===== src/rtl/taxi_disp_pkg.sv =====
// Shared constants for the taxi meter display scanner.
package taxi_disp_pkg;

  // Width of one BCD digit.
  localparam int DIGIT_W = 4;

  // Code the segment decoder renders as an unlit digit.
  localparam logic [DIGIT_W-1:0] BLANK_CODE = 4'hF;

  // Default number of scanned digits.
  localparam int N_DIGITS_DEF = 8;

endpackage


===== src/rtl/disp_prescale.sv =====
// Digit-slot prescaler: counts SCAN_DIV clocks per slot and flags the last
// cycle of each slot so the scanner can advance to the next digit.
module disp_prescale #(
  parameter int SCAN_DIV = 50000,
  parameter int CNT_W    = $clog2(SCAN_DIV)
) (
  input  logic             clk,
  input  logic             rst,
  output logic [CNT_W-1:0] cnt,
  output logic             slot_end
);

  logic [CNT_W-1:0] cnt_q;
  logic [CNT_W-1:0] cnt_d;

  assign slot_end = (cnt_q == CNT_W'(SCAN_DIV - 1));
  assign cnt      = cnt_q;

  // Next count: wrap to zero at the end of each slot.
  always_comb begin
    cnt_d = cnt_q + CNT_W'(1);
    if (slot_end) begin
      cnt_d = '0;
    end
  end

  // Slot counter register.
  always_ff @(posedge clk) begin
    if (rst) begin
      cnt_q <= '0;
    end else begin
      cnt_q <= cnt_d;
    end
  end

endmodule


===== src/rtl/disp_scan.sv =====
// Time-multiplexed BCD display scanner for the taxi meter readout.
// Snapshots the digit and decimal-point inputs once per frame, then lights
// one digit per slot with a short all-off period at the start of each slot
// to suppress ghosting. All outputs are registered (1-cycle latency).
// Optional build macro: LEADING_ZERO_BLANK_EN -- blank zero digits above the
// most-significant nonzero digit (digit 0 always shown).
module disp_scan
  import taxi_disp_pkg::*;
#(
  parameter int N_DIGITS  = N_DIGITS_DEF,
  parameter int SCAN_DIV  = 50000,
  parameter int BLANK_CYC = 2
) (
  input  logic                        clk,
  input  logic                        rst,
  input  logic [DIGIT_W*N_DIGITS-1:0] digits,
  input  logic [N_DIGITS-1:0]         dp_mask,
  output logic [DIGIT_W-1:0]          q,
  output logic [N_DIGITS-1:0]         an,
  output logic                        dp,
  output logic                        frame_done
);

  localparam int CNT_W = $clog2(SCAN_DIV);
  localparam int IDX_W = $clog2(N_DIGITS);
  localparam logic [IDX_W-1:0] IDX_LAST = IDX_W'(N_DIGITS - 1);

  logic [CNT_W-1:0] cnt;
  logic             slot_end;
  logic             frame_wrap;
  logic             lit;

  logic [IDX_W-1:0]                idx_q, idx_d;
  logic [N_DIGITS-1:0][DIGIT_W-1:0] shadow_q, shadow_d;
  logic [N_DIGITS-1:0]             shadow_dp_q, shadow_dp_d;
  logic [N_DIGITS-1:0]             lz_blank;

  logic [N_DIGITS-1:0] an_q, an_d;
  logic [DIGIT_W-1:0]  q_q, q_d;
  logic                dp_q, dp_d;
  logic                frame_done_q, frame_done_d;

  disp_prescale #(
    .SCAN_DIV (SCAN_DIV),
    .CNT_W    (CNT_W)
  ) u_prescale (
    .clk      (clk),
    .rst      (rst),
    .cnt      (cnt),
    .slot_end (slot_end)
  );

  // Last cycle of the last digit's slot: the only point inputs are sampled.
  assign frame_wrap = slot_end && (idx_q == IDX_LAST);

  // Anti-ghost window: digits stay dark for the first BLANK_CYC cycles of a slot.
  assign lit = (int'(cnt) >= BLANK_CYC);

  // Digit index advance and once-per-frame snapshot of the inputs.
  always_comb begin
    idx_d       = idx_q;
    shadow_d    = shadow_q;
    shadow_dp_d = shadow_dp_q;
    if (slot_end) begin
      idx_d = (idx_q == IDX_LAST) ? '0 : idx_q + IDX_W'(1);
    end
    if (frame_wrap) begin
      shadow_d    = digits;
      shadow_dp_d = dp_mask;
    end
  end

`ifdef LEADING_ZERO_BLANK_EN
  logic [IDX_W-1:0] msd;

  // Find the most-significant nonzero digit; everything above it is a leading zero.
  always_comb begin
    msd = '0;
    for (int i = 1; i < N_DIGITS; i++) begin
      if (shadow_q[i] != '0) begin
        msd = IDX_W'(i);
      end
    end
    lz_blank = '0;
    for (int i = 0; i < N_DIGITS; i++) begin
      lz_blank[i] = (IDX_W'(i) > msd);
    end
  end
`else
  assign lz_blank = '0;
`endif

  // Output decode from the current slot position and the frame snapshot.
  always_comb begin
    an_d         = '1;
    q_d          = BLANK_CODE;
    dp_d         = 1'b1;
    frame_done_d = frame_wrap;
    if (lit) begin
      an_d[idx_q] = 1'b0;
      q_d         = lz_blank[idx_q] ? BLANK_CODE : shadow_q[idx_q];
      dp_d        = ~shadow_dp_q[idx_q];
    end
  end

  // Scan state, snapshot and output registers; reset forces all digits off.
  always_ff @(posedge clk) begin
    if (rst) begin
      idx_q        <= '0;
      shadow_q     <= '0;
      shadow_dp_q  <= '0;
      an_q         <= '1;
      q_q          <= BLANK_CODE;
      dp_q         <= 1'b1;
      frame_done_q <= 1'b0;
    end else begin
      idx_q        <= idx_d;
      shadow_q     <= shadow_d;
      shadow_dp_q  <= shadow_dp_d;
      an_q         <= an_d;
      q_q          <= q_d;
      dp_q         <= dp_d;
      frame_done_q <= frame_done_d;
    end
  end

  assign an         = an_q;
  assign q          = q_q;
  assign dp         = dp_q;
  assign frame_done = frame_done_q;

endmodule


===== config.mk =====
export PLATFORM = sky130hd
export DESIGN_NAME = disp_scan
export DESIGN_NICKNAME = d
export VERILOG_FILES = /design/src/rtl/taxi_disp_pkg.sv /design/src/rtl/disp_prescale.sv /design/src/rtl/disp_scan.sv
export SDC_FILE = /design/constraint.sdc
export NUM_CORES = 1
export LEC_CHECK = 0
export CORE_ASPECT_RATIO = 0.7
export CORE_MARGIN = 2
export CORE_UTILIZATION = 45
export DETAILED_ROUTE_END_ITERATION = 6
export PLACE_DENSITY = 0.71
export SYNTH_ARGS = -nofsm -noshare
export SYNTH_HDL_FRONTEND = slang
export SYNTH_SLANG_ARGS = --single-unit

===== constraint.sdc =====
create_clock -name clk -period 5.7 [get_ports clk]
set_clock_uncertainty 0.05 [all_clocks]
set_input_delay 1.14 -clock clk [delete_from_list [all_inputs] [get_ports clk]]
set_output_delay 1.14 -clock clk [all_outputs]
set_load 0.1 [all_outputs]

==> results of run 1 <==
==> Yosys cell counts (all sizes together) <==
library cell / instances / share of area
o21ai: 1 / 0.0018
or3: 2 / 0.0048
a41oi: 1 / 0.0031
a22o: 40 / 0.12
and3b: 1 / 0.0031
xnor2: 10 / 0.031
nand2: 11 / 0.014
mux4: 10 / 0.079
nor3: 4 / 0.0070
nor2: 22 / 0.029
nand4: 8 / 0.018
clkbuf: 9 / 0.012
ha: 4 / 0.018
a21oi: 2 / 0.0048
or2: 1 / 0.0022
buf: 12 / 0.040
inv: 3 / 0.0039
nor3b: 2 / 0.0053
nor4: 6 / 0.018
dfxtp: 73 / 0.51
and2: 1 / 0.0022
nand3b: 1 / 0.0026
nand4b: 3 / 0.0092
mux2: 1 / 0.0039
or4: 2 / 0.0066
xor2: 4 / 0.012
nand3: 6 / 0.011
mux2i: 6 / 0.021
==> cell families (layout without fill, tap and decap cells) <==
logic type | after synthesis | after routing | synth area share
XOR/XNOR | 14 | 14 | 0.0430
multiplexers | 17 | 17 | 0.104
flip-flops | 73 | 73 | 0.513
buffers and inverters | 24 | 75 | 0.0562
AND/OR/NAND/NOR | 70 | 70 | 0.133
adder cells (fa/ha/maj) | 4 | 4 | 0.0176
AO/OA/AOI/OAI | 44 | 44 | 0.134
==> power by group through the flow <==
stage	registers (µW)	clock network, µW	logic, µW
floorplan	563	0	16.5
global placement	532	0	87.7
detailed placement	532	0	88.2
CTS	520	475	88.8
global route	521	501	92.9
finish	520	466	88.2
==> metrics by stage <==
step / total power (µW) / setup slack [ns] / utilization / instance area (µm²)
finish: 1070 / 2.67 / 0.582 / 3600
global route: 1110 / 2.63 / 0.582 / 3600
CTS: 1080 / 2.65 / 0.582 / 3600
detailed placement: 620 / 2.72 / 0.544 / 3370
global placement: 619 / 2.78 / 0.544 / 3370
floorplan: 579 / 3.60 / - / 2850
==> layout by cell type (no fill, tap or decap), drive strengths merged <==
| master | count |
|---|---|
| nand3 | 6 |
| a41oi | 1 |
| nor3b | 2 |
| mux2 | 1 |
| xnor2 | 10 |
| clkinvlp | 1 |
| nand4b | 3 |
| or3 | 2 |
| mux4 | 10 |
| mux2i | 6 |
| buf | 1 |
| o21ai | 1 |
| a21oi | 2 |
| clkbuf | 11 |
| nor4 | 6 |
| nand4 | 8 |
| nor3 | 4 |
| nor2 | 22 |
| and2 | 1 |
| dfxtp | 73 |
| nand2 | 11 |
| xor2 | 4 |
| clkdlybuf4s50 | 55 |
| ha | 4 |
| inv | 5 |
| nand3b | 1 |
| a22o | 40 |
| and3b | 1 |
| or2 | 1 |
| bufinv | 2 |
| or4 | 2 |
==> final cells by class <==
class / count / area (µm²) / share of cell area
flip-flops and latches: 73 / 1460 / 0.406
multi-input cells: 149 / 1240 / 0.344
repair buffers: 56 / 558 / 0.155
clock buffers: 11 / 151 / 0.0420
well taps: 78 / 97.6 / 0.0271
clock inverters: 5 / 85.1 / 0.0236
inverters: 3 / 11.3 / 0.00313
==> worst paths after layout <==
check | startpoint | end | slack (ns)
max | q[1]$_SDFF_PP1_ | q[1] | 2.67
min reg2reg | u_prescale.cnt[0]$_SDFF_PP0_ | u_prescale.cnt[0]$_SDFF_PP0_ | 0.42
max reg2reg | idx_q[0]$_SDFFE_PP0P_ | shadow_q[8]$_SDFFE_PP0P_ | 3.21
min | u_prescale.cnt[0]$_SDFF_PP0_ | u_prescale.cnt[0]$_SDFF_PP0_ | 0.42
==> layer usage <==
metal | vias to the layer above | part of all wire | wire length (µm) | global-route usage
li1 | 1006 | - | - | -
met1 | 982 | 0.49 | 2830 | 0.259
met2 | 85 | 0.43 | 2510 | 0.256
met3 | 4 | 0.078 | 453 | 0.0771
met4 | 0 | 0.0033 | 19 | 0.0411
met5 | - | 0 | 0 | 0
==> state kept, by name (all words and copies together), names as in the netlist <==
signal,count
frame_done,1
idx_q,3
u_prescale.cnt,16
dp,1
an,8
q,4
shadow_q,32
shadow_dp_q,8
==> metrics, run 1 <==
area grow syn2layout 26.3%; CTS tree built; crit path DAT 1.84 ns; Comb pwr share 0.082; peak per-stage delay on the critical path 1.15 ns; Max Slew Vio Count 0; sequential cell area fraction in the yosys report 0.513; Cells on Worst Hold Path 1; Synth Cell Area 2850 µm²; P_int 825 µW; Tcrit/Tclk final 0.532; f_max 330 MHz; VDD IR max 0.113 mV; final wirelength 5810 µm; initial DRC count 74; HP Class register to register; router iterations before antenna repair 4; first-pass GRT wire length 9830 µm; CP delay by family, top buffers and inverters; vias in the first global route 1948; Max-slew headroom 0.283; final hold vios 0; Worst-Skew Late Latency 0.34 ns; leak pwr 0.00128 µW; Worst path slowest cell clkdlybuf4s50_1; hpwl dp 3840 µm; Pwr per Cell Area 298 nW/µm²; Post-Synthesis Cells 246; Nets 338; global route overflow 0; I/O pin count 56; Total GRT Usage 0.181; Critical Path End Type output pin; # fillers 517; root buffer cell clkbuf_8; fin cells 375; CP Data Required Time 4.51 ns; Die Wd 99.1 µm; setup bufs post-CTS 0; antenna diode instance count 0; H-tree depth 3; initial antenna violation count 0; Detail Route Antenna Nets 0; Yosys warning count 0; worst-path fanout max 1; DIE AREA 7000 µm²; worst r2r path cells 4; Std-Cell Rows 24; total core area 6190 µm²; via count 2077; Tmin final 3.03 ns; switching power total 249 µW; Buffers & Inverters on Critical Path 1; Num CTS Buffers 9; starting utilization of the core area 0.461; Fin Setup TNS 0 ns; DR DRC count 0; Worst-path clk slew 0.07 ns; Mean Syn Cell Area 11.6 µm²; #FFs+latches synth 73; drt wl/cell 15.5 µm; drt via density 5.54; RSZ-0062 raised after global routing no; layout cells sized above 1 0.121; Worst Tran Pin Value 1.07 ns; Worst Setup Path Type register to output pin; Setup Viol. Count Final 0; register share of total power 0.484; syn nets 292; routability cong. 0.873; placed cell count 359; Synth cell types 35; Max clock buf depth 2; critical-path cell list clkdlybuf4s50_1; CTS resizes 0; I/O Buffers 55; Min Hold Slack 0.422 ns; outcome completed; Switching Share 0.232; WP depth 1; largest net degree at the start of global routing 42; hold-fix buffers at CTS 0; total of max-cap violations 0; clock sink total 73; Clock Power Share 0.434; Startpoint Class register; height of the die 70.6 µm
Note: power is estimated with default switching activity, not from simulation.
==> inputs of run 2 (changes only) <==
- clock period: 5.7 -> 3.1 ns (I/O delays scaled with it)
==> run 2 against run 1 <==
Against the previous run:
- via count down 2.9%
- critical path depth up 4
- core utilization down 0.73 points
- clock-buffer cell count down 1
- global-route usage down 0.98 points
- non-clock buffer count up 3
- combinational power up 83%
- die area unchanged
- power up 74%
- worst hold slack better by 0.00050 ns
- register-to-register slack worse by 2.6 ns
==> metrics, run 2 (synthesis gave the netlist of run 1 again) <==
via count 2016 (-2.9%); post-route cell area 3560 µm² (-1.3%); HP Class register to register; Worst Tran Pin Value 1.08 ns (+0.00546 ns); CP Data Required Time 3.34 ns (-1.17 ns); antenna diode instance count 0 (unchanged); Critical Path End Type register; Num CTS Buffers 9 (unchanged); DP Area 3350 µm² (-0.37%); Pwr per Cell Area 525 nW/µm² (+76%); total of max-cap violations 0 (unchanged); register-to-register setup slack 0.65 ns (-2.56 ns); clock sink total 73 (unchanged); CTS resizes 0 (unchanged); total core area 6190 µm² (unchanged); Tcrit/Tclk final 0.791; height of the die 70.6 µm (unchanged); Critical Path Start u_prescale.cnt[10]$_SDFF_PP0_; router iterations before antenna repair 4 (unchanged); CTS tree built; final hold vios 0 (unchanged); peak per-stage delay on the critical path 0.58 ns (-0.57 ns); Min Hold Slack 0.423 ns (+0.000504 ns); Startpoint Class register; vias in the first global route 1812 (-7.0%); placed cell count 362 (+0.84%); max reg flops 32 (unchanged); drt via density 5.33 (-3.7%); crit path capture shadow_dp_q[1]$_SDFFE_PP0P_; I/O pin count 56 (unchanged); largest net degree at the start of global routing 42 (unchanged); I/O Buffers 55 (unchanged); area grow syn2layout 24.7%; layout cells sized above 1 0.177 (+0.0555); commonest non-fill, non-tap cells in the layout dfxtp_1 (73), clkdlybuf4s50_1 (41), a22o_1 (37); Fin Setup TNS 0 ns (unchanged); CP delay by family, top simple AND/OR/NAND/NOR gates; Max Slew Vio Count 0 (unchanged); final wirelength 5670 µm (-2.5%); Biggest register shadow_q; Worst R2R End shadow_dp_q[1]$_SDFFE_PP0P_; worst-path fanout max 41 (+40); Worst Setup Path Type register to register; Worst-path clk slew 0.08 ns (about the same); Worst path slowest cell or4_4; Max-slew headroom 0.279 (-0.00365); f_max 408 MHz; Nets 341 (+0.89%); DIE AREA 7000 µm² (unchanged); RR Startpoint u_prescale.cnt[10]$_SDFF_PP0_; routability cong. 0.900 (+3.1%); Total GRT Usage 0.171 (-0.00983); hpwl dp 3820 µm (-0.35%); Std-Cell Rows 24 (unchanged); Tmin final 2.45 ns; global route overflow 0 (unchanged); DR DRC count 0 (unchanged); Total Power 1870 µW (+74%); Detail Route Antenna Nets 0 (unchanged); starting utilization of the core area 0.461 (unchanged); root buffer cell clkbuf_8; first-pass GRT wire length 9240 µm (-6.0%); initial antenna violation count 0 (unchanged); hold-fix buffers at CTS 0 (unchanged); crit path DAT 2.69 ns (+0.85 ns); Setup Viol. Count Final 0 (unchanged); outcome completed; Worst-Skew Late Latency 0.35 ns (about the same); initial DRC count 139 (+88%); VDD IR max 0.309 mV (+170%); Die Wd 99.1 µm (unchanged); worst r2r path cells 5 (+1); critical-path cell list or4_4, nor4_4, and3b_1, buf_4, a22o_1; leak pwr 0.00128 µW (-0.39%); most common cell after layout, fill and taps aside dfxtp_1; setup bufs post-CTS 0 (unchanged); fin cells 378 (+0.80%); WP depth 5 (+4); H-tree depth 3 (unchanged); Max clock buf depth 2 (unchanged); Buffers & Inverters on Critical Path 1 (unchanged); drt wl/cell 15.0 µm (-3.2%); # fillers 524 (+1.4%); RSZ-0062 raised after global routing no
## run 2: cell type report
cell class                 count  area, µm²  area share
tap                           78       97.6      0.0274
clock buffer                  10        138      0.0387
timing repair buffer          59        546       0.153
multi-input combinational    149       1240       0.348
clock inverter                 6       66.3      0.0186
inverter                       3       11.3     0.00317
sequential                    73       1460       0.411
## run 2: worst min path at each step
stage	startpoint	to	slack [ns]	depth (start not counted)
floorplan	u_prescale.cnt[0]$_SDFF_PP0_	u_prescale.cnt[0]$_SDFF_PP0_	0.38	1
global placement	u_prescale.cnt[0]$_SDFF_PP0_	u_prescale.cnt[0]$_SDFF_PP0_	0.39	1
detailed placement	shadow_dp_q[7]$_SDFFE_PP0P_	shadow_dp_q[7]$_SDFFE_PP0P_	0.41	1
CTS	shadow_dp_q[7]$_SDFFE_PP0P_	shadow_dp_q[7]$_SDFFE_PP0P_	0.43	1
global route	shadow_dp_q[7]$_SDFFE_PP0P_	shadow_dp_q[7]$_SDFFE_PP0P_	0.44	1
finish	u_prescale.cnt[0]$_SDFF_PP0_	u_prescale.cnt[0]$_SDFF_PP0_	0.42	1
## run 2: metrics by stage
stage / utilization / setup WS [ns]
2_1_floorplan: - / 1.03
3_3_place_gp: 0.542 / 0.708
3_5_place_dp: 0.542 / 0.680
4_1_cts: 0.575 / 0.665
5_1_grt: 0.575 / 0.532
6_report: 0.575 / 0.649
## run 2: worst reg2reg max path, delay by kind of cell (launching register included)
kind            cells  cell delay, ns
compound gates      1            0.23
buf+inv             1            0.37
flops               1            0.38
simple gates        3            1.37
## run 2: where the power goes
| group | leakage, µW | switching (µW) | total (µW) | internal (µW) |
|---|---|---|---|---|
| Combinational | 0.000595 | 96.6 | 161 | 64.4 |
| Clock | 0.0000949 | 356 | 751 | 394 |
| Sequential | 0.000590 | 7.05 | 955 | 948 |
## run 2: metal layers
layer / routed length (µm) / global-route usage
met1: 2910 / 0.260
met2: 2280 / 0.224
met3: 388 / 0.0563
met4: 92 / 0.0639
met5: 0 / 0
